`config.mk`:
```
export PLATFORM = sky130hd
export DESIGN_NAME = rotate_ring_7seg
export DESIGN_NICKNAME = d
export VERILOG_FILES = /design/src/rtl/rotate_7seg_pkg.sv /design/src/rtl/rotate_ring_7seg_step_prescaler.sv /design/src/rtl/rotate_ring_7seg.sv
export SDC_FILE = /design/constraint.sdc
export NUM_CORES = 1
export LEC_CHECK = 0
export BUFFER_PORTS_ARGS = -buffer_cell sky130_fd_sc_hd__buf_2
export CORE_MARGIN = 4
export CORE_UTILIZATION = 30
export CTS_CLUSTER_SIZE = 40
export DETAILED_ROUTE_END_ITERATION = 6
export GPL_ROUTABILITY_DRIVEN = 0
export PLACE_DENSITY = 0.55
export SLEW_MARGIN = 20
export SYNTH_ARGS = -nofsm -noshare
export SYNTH_HDL_FRONTEND = slang
export SYNTH_SLANG_ARGS = --single-unit
```
`constraint.sdc`:
```
create_clock -name clk -period 5.85 [get_ports clk]
set_input_delay 0.8775 -clock clk [delete_from_list [all_inputs] [get_ports clk]]
set_output_delay 0.8775 -clock clk [all_outputs]
set_load 0.005 [all_outputs]
```
`src/rtl/rotate_7seg_pkg.sv`:
```
// Shared constants and state type for the rotating-ring 7-segment animator.
package rotate_7seg_pkg;

    localparam logic [7:0] TOP_PAT = 8'b10100011;
    localparam logic [7:0] BOT_PAT = 8'b10011100;
    localparam logic [7:0] BLANK   = 8'hFF;

    typedef enum logic [1:0] {
        OFF  = 2'd0,
        RUN  = 2'd1,
        HOLD = 2'd2
    } state_e;

endpackage

```
`src/rtl/rotate_ring_7seg_step_prescaler.sv`:
```
// Clock-enable generator for the ring animator: one-cycle tick every eff_period
// enabled clocks. The count is frozen when run=0 and forced to zero by clear.
module step_prescaler #(
    parameter int PERIOD_W = 27
) (
    input  logic                clk,
    input  logic                reset,
    input  logic                clear,
    input  logic                run,
    input  logic [PERIOD_W-1:0] period,
    output logic                tick
);

    logic [PERIOD_W-1:0] count_q;
    logic [PERIOD_W-1:0] count_d;
    logic [PERIOD_W-1:0] last_count;

    always_ff @(posedge clk or posedge reset) begin
        if (reset) begin
            count_q <= '0;
        end else begin
            count_q <= count_d;
        end
    end

    // >= rather than == so a period lowered below the running count ticks at once
    always_comb begin
        last_count = (period == '0) ? '0 : period - PERIOD_W'(1);
        tick       = run && (count_q >= last_count);
        count_d    = count_q;
        if (clear || tick) begin
            count_d = '0;
        end else if (run) begin
            count_d = count_q + PERIOD_W'(1);
        end
    end

endmodule

```
`src/rtl/rotate_ring_7seg.sv`:
```
// Rotating "circle" animator: one segment pattern travels around a ring of
// 2*N_DIGITS positions (top row left to right, bottom row right to left).
//
// state | meaning
// OFF   | en=0; display blank, position and prescaler held at 0
// RUN   | en=1, hold=0; position advances on every prescaler tick
// HOLD  | en=1, hold=1; prescaler frozen, position advances on step=1
module rotate_ring_7seg
    import rotate_7seg_pkg::*;
#(
    parameter  int N_DIGITS = 4,
    parameter  int N_OFF    = 4,
    parameter  int PERIOD_W = 27,
    localparam int RING     = 2 * N_DIGITS,
    localparam int POS_W    = (RING > 2) ? $clog2(RING) : 1
) (
    input  logic                clk,
    input  logic                reset,
    input  logic                en,
    input  logic                hold,
    input  logic                step,
    input  logic                cw,
    input  logic [PERIOD_W-1:0] period,
    output logic [7:0]          cathodes,
    output logic [N_DIGITS-1:0] anodes,
    output logic [N_OFF-1:0]    always_off_an,
    output logic [POS_W-1:0]    pos,
    output logic                wrap
);

    localparam logic [POS_W-1:0] LAST_POS = POS_W'(RING - 1);

    state_e              state_q;
    state_e              state_d;
    logic [POS_W-1:0]    pos_q;
    logic [POS_W-1:0]    pos_d;
    logic                wrap_q;
    logic                wrap_d;
    logic [7:0]          cathodes_q;
    logic [7:0]          cathodes_d;
    logic [N_DIGITS-1:0] anodes_q;
    logic [N_DIGITS-1:0] anodes_d;

    logic active;
    logic run;
    logic clear;
    logic tick;
    logic step_now;
    int   digit;

    // A fresh OFF->RUN/HOLD entry only presents position 0; stepping starts next clock.
    assign active = en && (state_q != OFF);
    assign run    = active && !hold;
    assign clear  = !active;

    step_prescaler #(
        .PERIOD_W (PERIOD_W)
    ) u_prescaler (
        .clk    (clk),
        .reset  (reset),
        .clear  (clear),
        .run    (run),
        .period (period),
        .tick   (tick)
    );

    always_ff @(posedge clk or posedge reset) begin
        if (reset) begin
            state_q <= OFF;
        end else begin
            state_q <= state_d;
        end
    end

    always_comb begin
        state_d = state_q;
        if (!en) begin
            state_d = OFF;
        end else if (hold) begin
            state_d = HOLD;
        end else begin
            state_d = RUN;
        end
    end

    always_comb begin
        step_now = tick || (active && hold && step);

        pos_d = pos_q;
        if (!active) begin
            pos_d = '0;
        end else if (step_now) begin
            if (cw) begin
                pos_d = (pos_q == LAST_POS) ? '0 : pos_q + POS_W'(1);
            end else begin
                pos_d = (pos_q == '0) ? LAST_POS : pos_q - POS_W'(1);
            end
        end

        wrap_d = step_now && (cw ? (pos_q == LAST_POS) : (pos_q == '0));

        // Decode from the next position so the pins change on the same edge as pos.
        digit      = 0;
        cathodes_d = BLANK;
        anodes_d   = '1;
        if (state_d != OFF) begin
            if (int'(pos_d) < N_DIGITS) begin
                digit      = int'(pos_d);
                cathodes_d = TOP_PAT;
            end else begin
                digit      = RING - 1 - int'(pos_d);
                cathodes_d = BOT_PAT;
            end
            for (int i = 0; i < N_DIGITS; i++) begin
                if (i == N_DIGITS - 1 - digit) begin
                    anodes_d[i] = 1'b0;
                end
            end
        end
    end

    always_ff @(posedge clk or posedge reset) begin
        if (reset) begin
            pos_q      <= '0;
            wrap_q     <= 1'b0;
            cathodes_q <= BLANK;
            anodes_q   <= '1;
        end else begin
            pos_q      <= pos_d;
            wrap_q     <= wrap_d;
            cathodes_q <= cathodes_d;
            anodes_q   <= anodes_d;
        end
    end

    assign pos           = pos_q;
    assign wrap          = wrap_q;
    assign cathodes      = cathodes_q;
    assign anodes        = anodes_q;
    assign always_off_an = '1;

endmodule

```
# --- Yosys cells after proc, flatten, opt, wreduce, memory -nomap -nowiden ---
# Cells that the tools add are included.
# W data, S select, Z words.
word_totals:
  reg_bits: 45
  wordCells: 54
  output_inout_bits: 20
  in_bits: 33
classes:
  mux: 20
  reduce_logical: 16
  n_eq_ne: 4
  add_sub_neg: 6
  n_lt_le_gt_ge: 2
ops:
  columns: ["op", "n"]
  rows:
  - ["$mux W27", 3]
  - ["$eq A3 B32 Y1 const A", 2]
  - ["$mux W32", 2]
  - ["$eq A2 B32 Y1 const A", 1]
  - ["$logic_not A32 Y1", 1]
  - ["$sub A3 B32 Y32 const A", 1]
  - ["$add A27 B1 Y27 const B", 1]
  - ["$ge A27 B27 Y1", 1]
  - ["$logic_not A27 Y1", 1]
  - ["$sub A27 B1 Y27 const B", 1]
  - ["$mux W3", 5]
  - ["$mux W7", 1]
  - ["$logic_and A1 B1 Y1", 6]
  - ["$mux W6", 1]
  - ["$reduce_bool A2 Y1", 3]
  - ["$mux W1", 5]
  - ["$mux W2", 2]
  - ["$mux W4", 1]
  - ["$sub A3 B3 Y4 const A", 1]
  - ["$add A3 B1 Y3 const B", 1]
  - ["$eq A3 B3 Y1 const B", 1]
  - ["$logic_not A3 Y1", 1]
  - ["$lt A3 B3 Y1 const B", 1]
  - ["$sub A3 B1 Y3 const B", 1]
  - ["2 further kinds", 4]

# --- Depth between registers and ports, before layout ---
logic_depth:
  depth_word: 14
  mapped_depth: 15

# --- Cells and area by module ---
# From an unflattened synthesis, not the netlist that was laid out.
hier_totals:
  hier_cells: 385
  hier_area_um2: 3324.4
by_module_without_submodules:
  columns: ["mod", "n_inst", "cells_each", "area_each_um2", "seq_area_each_um2"]
  rows:
  - ["step_prescaler", 1, 311, 2575.0, 675.6]
  - ["rotate_ring_7seg", 1, 74, 749.5, 334.1]

# --- Least setup slack after synthesis ---
# No wires, ideal clock.
synth_path:
  path_type: "input-to-reg"
  start: "input port period[2]"
  end: "register anodes_q[2], in the netlist anodes[2]"
  arrival_time_ps: 3831
  slack_ps: 1934
  cell_stages: 13
  setup_ps: 85
  required_ps: 5765
  path_cell_list: "nor4_2 nand4_1 nor2_2 nand3_2 buf_4 nand2_1 ha_1 a21o_1 a221o_1 a22oi_2 a41oi_2 or2_1 mux2_1"
synth_between:
  elab_chain_cells: 14
synth_rtl:
  columns: ["element", "line_no", "source"]
  rows:
  - ["start: declaration", "rotate_ring_7seg.sv:23", "input logic [PERIOD_W-1:0] period,"]
  - ["$sub A27 B1 Y27 or $logic_not A27 Y1 (tied branches)", "rotate_ring_7seg_step_prescaler.sv:28", "last_count = (period == '0) ? '0 : period - PERIOD_W'(1);"]
  - ["$mux W27 *", "rotate_ring_7seg_step_prescaler.sv:28", null]
  - ["$ge A27 B27 Y1 *", "rotate_ring_7seg_step_prescaler.sv:29", "tick = run && (count_q >= last_count);"]
  - ["$logic_and A1 B1 Y1 *", "rotate_ring_7seg_step_prescaler.sv:29", null]
  - ["$logic_or A1 B1 Y1 *", "rotate_ring_7seg.sv:87", "step_now = tick || (active && hold && step);"]
  - ["$mux W3 *", "rotate_ring_7seg.sv:92", "end else if (step_now) begin"]
  - ["$mux W3 *", "rotate_ring_7seg.sv:90", "if (!active) begin"]
  - ["$sub A3 B3 Y4 or $lt A3 B3 Y1 (tied branches)", "rotate_ring_7seg.sv:111, rotate_ring_7seg.sv:107", null]
  - ["$mux W32 *", "rotate_ring_7seg.sv:107", "if (int'(pos_d) < N_DIGITS) begin"]
  - ["$mux W32 *", "rotate_ring_7seg.sv:106", "if (state_d != OFF) begin"]
  - ["$sub A3 B32 Y32 *", "rotate_ring_7seg.sv:115", "if (i == N_DIGITS - 1 - digit) begin"]
  - ["$eq A3 B32 Y1 *", "rotate_ring_7seg.sv:115", null]
  - ["$mux W1 *", "rotate_ring_7seg.sv:115", null]
  - ["$mux W4 *", "rotate_ring_7seg.sv:106", null]
  - ["named net anodes_d[2]", "rotate_ring_7seg.sv:42", "logic [N_DIGITS-1:0] anodes_d;"]
  - ["end signal: assignment", "rotate_ring_7seg.sv:132", "anodes_q <= anodes_d;"]
  - ["end: declaration", "rotate_ring_7seg.sv:41", "logic [N_DIGITS-1:0] anodes_q;"]
# Mark *: on every way through the listed nets, which the timed path passes. The rest lies on a longest branch. The select of a mux whose other input is x is not followed.
# A chain may end at the register's enable or synchronous reset.

# --- Worst setup path in the final report ---
layout_path:
  start: "input port period[2]"
  end: "register u_prescaler.count_q[16]"
layout_between:
  elab_chain_cells: 6
layout_rtl:
  columns: ["element", "line_no", "source"]
  rows:
  - ["$sub A27 B1 Y27 or $logic_not A27 Y1 (tied branches)", "rotate_ring_7seg_step_prescaler.sv:28", null]
  - ["$mux W27 *", "rotate_ring_7seg_step_prescaler.sv:28", null]
  - ["$ge A27 B27 Y1 *", "rotate_ring_7seg_step_prescaler.sv:29", null]
  - ["$logic_and A1 B1 Y1 *", "rotate_ring_7seg_step_prescaler.sv:29", null]
  - ["$logic_or A1 B1 Y1 *", "rotate_ring_7seg_step_prescaler.sv:31", "if (clear || tick) begin"]
  - ["$mux W27 or $reduce_bool A2 Y1 (tied branches)", null, null]
  - ["end signal: assignment", "rotate_ring_7seg_step_prescaler.sv:22", "count_q <= count_d;"]
  - ["end: declaration", "rotate_ring_7seg_step_prescaler.sv:14", "logic [PERIOD_W-1:0] count_q;"]
# Mark *: on every way between the ends. The rest lies on a longest branch, timed or not.

==> results.yml <==
outcome:
  status: "complete, no violations"
clock_network:
  cts_made_buffers: 5
  clock_sinks: 40
  clkLatencyLatePin_ns: 0.30
  htreeDepth: 2
  cts.path.max_buffers: 2
  ctsResizeCount: 0
  hold_buffers: 0
  cts_root_buf: "clkbuf_8"
  cts_setup_buffers: 0
  cts_tree: "yes"
  clkTransAtPathRegs_ns: 0.08
worst_setup_path:
  cp_slowest_cell: "a21oi_4"
  cp-end-kind: "flop"
  slowest_delay_ns: 0.66
  path_class: "primary input to flop"
  worstPathRequired_ns: 6.00
  crit_path_max_fanout: 25
  crit_family: "simple AND/OR/NAND/NOR gates"
  cp.arrival_ns: 4.71
  cp_cell_sequence: "buf_2 > nor4_2 > nand4_1 > nor2_2 > nand3_2 > nand2_1 > ha_1 > nand4_1 > nor4_2 > and4_1 > o21ai_1 > a21oi_4 > nor3_1"
  critPathLaunchType: "primary input"
  path_buf_inv: 1
timing:
  slew_headroom_pct: 48.1
  maxSlewViolCount: 0
  hold_viol: 0
  rsz0062_at_grt: "false"
  max_freq_mhz: 220
  worstMarginPinSlew_ns: 0.777
  skew_ns: 0.00791
  finalCriticalPeriod_ns: 4.55
  setup_violations: 0
  post-route-period-util_pct: 77.8
  fin_setup_tns_ns: 0
cells_and_area:
  num_antenna_cells: 0
  drive_gt1_share_pct: 20.0
  nNetsFinal: 489
  area_delta_synth_final_pct: 13.7
  final_cells: 564
synth:
  synthSimpleGateAreaFrac_pct: 27.9
  synth-compound-area-share_pct: 9.90
  synth_top_family_by_area: "simple AND/OR/NAND/NOR gates"
  synth_cell_types: 57
  synthCells: 380
  yosys_register_bits: 40
  synthAdderAreaFrac_pct: 12.4
  synth_area_per_cell_um2: 8.78
  synth_area_um2: 3340
  synth-xor-area-share_pct: 13.1
  ys.flop_type: "dfrtp_1"
  synth_edf_count: 0
  seq_area_frac_synth_pct: 30.3
  synthMuxAreaShare_pct: 1.58
  synthArstFlopShare_pct: 100
  ys_warn_count: 0
run:
  max-cap-violations: 0
worst_hold_path:
  hp-class: "flop to flop"
route:
  via_per_inst: 5.05
  wirelength_um: 8240
  drc: 0
  drtAntennaViolNets: 0
  drt_iter0_drc: 124
  drt-wirelength-per-cell_um: 14.6
  drt_first_pass_iters: 4
  via_count: 2847
global_routing:
  groute.usage.overall_pct: 12.8
  met1_usage_pct: 17.9
  grt_max_degree: 41
  use_met3_pct: 2.55
  grt_busiest_layer: "met2"
  met2_usage_pct: 20.6
  antenna_found_initial: 0
  grt_pass1_wl_um: 13400
  grt_pass1_vias: 2746
  grt_overflow: 0
floorplan:
  die_y_um: 113
  initial_core_util_pct: 30.8
  ioPinCount: 53
  dieWidth_um: 113
  core_area_um2: 10800
  dieArea_um2: 12900
  rows: 38
pwr:
  power.density_nw_per_um2: 164
  p_leak_nw: 1.74
  ir_worst_vdd_mv: 0.0882
placed_design:
  dp.final_hpwl_um: 6410
  dpl.cell_count: 556
  io_buffer_count: 47
==> report_power, final <==
group	total, W	leakage [nW]	switching [W]	internal (W)
clock network	0.000243	0.0614	0.000104	0.000140
registers	0.000285	0.531	0.00000325	0.000282
logic	0.0000943	1.14	0.0000576	0.0000366
==> tightest hold or removal path, stage by stage (launching register included) <==
cell and delay, ns:
dfrtp_1 0.40, xnor2_1 0.13, nor3_1 0.04
==> cells by family (layout without fill, tap and decap cells) <==
logic type	Yosys count	count (layout)
fa+ha+maj	33	33
simple gates	176	176
other cells	1	5
xor+xnor	50	50
mux	5	5
flops	40	40
compound gates	45	45
buf+inv	30	70
==> area by class of cell <==
class | instances | area (um2)
flip-flops and latches | 40 | 1010
multi-input cells | 314 | 2190
repair buffers | 49 | 250
clock inverters | 2 | 38.8
well taps | 140 | 175
clock buffers | 6 | 82.6
fillers | 1131 | 7050
inverters | 13 | 48.8
==> cell usage after synthesis, types with 2 or more instances <==
| cell type | number | share of area, % |
|---|---|---|
| a21o_1 | 3 | 0.68 |
| a21oi_1 | 12 | 1.8 |
| a31oi_1 | 2 | 0.38 |
| and2_1 | 3 | 0.56 |
| and3_1 | 8 | 1.5 |
| buf_2 | 2 | 0.30 |
| buf_4 | 11 | 2.5 |
| clkbuf_1 | 4 | 0.45 |
| dfrtp_1 | 33 | 25 |
| dfstp_2 | 7 | 5.5 |
| ha_1 | 33 | 12 |
| inv_1 | 13 | 1.5 |
| mux2_1 | 2 | 0.68 |
| mux2i_1 | 3 | 0.90 |
| nand2_1 | 53 | 6.0 |
| nand2b_1 | 2 | 0.38 |
| nand3_1 | 12 | 1.8 |
| nand3b_1 | 3 | 0.68 |
| nand4_1 | 13 | 2.4 |
| nand4_2 | 2 | 0.75 |
| nor2_1 | 26 | 2.9 |
| nor3_1 | 29 | 4.4 |
| nor3_2 | 3 | 0.90 |
| nor4_1 | 2 | 0.38 |
| nor4_2 | 4 | 1.5 |
| o211ai_1 | 3 | 0.68 |
| o21ai_0 | 6 | 0.90 |
| o21ai_1 | 2 | 0.30 |
| o41ai_1 | 2 | 0.53 |
| or2_1 | 2 | 0.38 |
| or3_1 | 4 | 0.75 |
| or4_1 | 3 | 0.68 |
| xnor2_1 | 24 | 6.3 |
| xor2_1 | 26 | 6.8 |
==> final timing paths <==
kind	start	to	cells past startpoint	slack, ns
max	period[2]	u_prescaler.count_q[16]$_DFFE_PP0P_	13	1.30
min	u_prescaler.count_q[15]$_DFFE_PP0P_	u_prescaler.count_q[15]$_DFFE_PP0P_	2	0.59
max reg2reg	u_prescaler.count_q[25]$_DFFE_PP0P_	u_prescaler.count_q[16]$_DFFE_PP0P_	7	3.25
min reg2reg	u_prescaler.count_q[15]$_DFFE_PP0P_	u_prescaler.count_q[15]$_DFFE_PP0P_	2	0.59
max in group asynchronous	reset	anodes[2]$_DFF_PP1_	3	4.78
min in group asynchronous	reset	pos[1]$_DFF_PP0_	3	0.70
==> layer usage <==
layer  up-vias  part of all wire [%]
li1       1422                     -
met1      1356                    47
met2        64                    46
met3         5                   6.3
met4         0                  0.56
met5         -                     0
==> cell usage in the layout, fill, tap and decap left out, types with 4 or more instances in the layout <==
master	n
nor3_1	29
conb_1	5
buf_2	47
nand4_1	13
dfrtp_1	33
or3_1	4
nor4_2	4
xnor2_1	24
clkbuf_8	6
a21oi_1	12
dfstp_2	7
o21ai_0	5
ha_1	33
nand2_1	53
inv_1	13
xor2_1	26
nor2_1	26
and3_1	8
nand3_1	12
==> through the flow <==
step                instance area (um2)  hold WS [ns]  utilization, %  setup WS (ns)  power, W
CTS                                3790         0.593            35.0           1.27  0.000628
finish                             3790         0.592            35.0           1.30  0.000623
detailed placement                 3670         0.572            33.9          0.942  0.000385
floorplan                          3350         0.544               -           1.93  0.000349
global placement                   3670         0.574            33.9           1.14  0.000384
global route                       3790         0.616            35.0          0.807  0.000655
==> registers in the layout, indices dropped and copies added (netlist names) <==
signal,count
pos,3
state_q,2
wrap,1
u_prescaler.count_q,27
cathodes,3
anodes,4
Power figures use the tool's default switching activity.
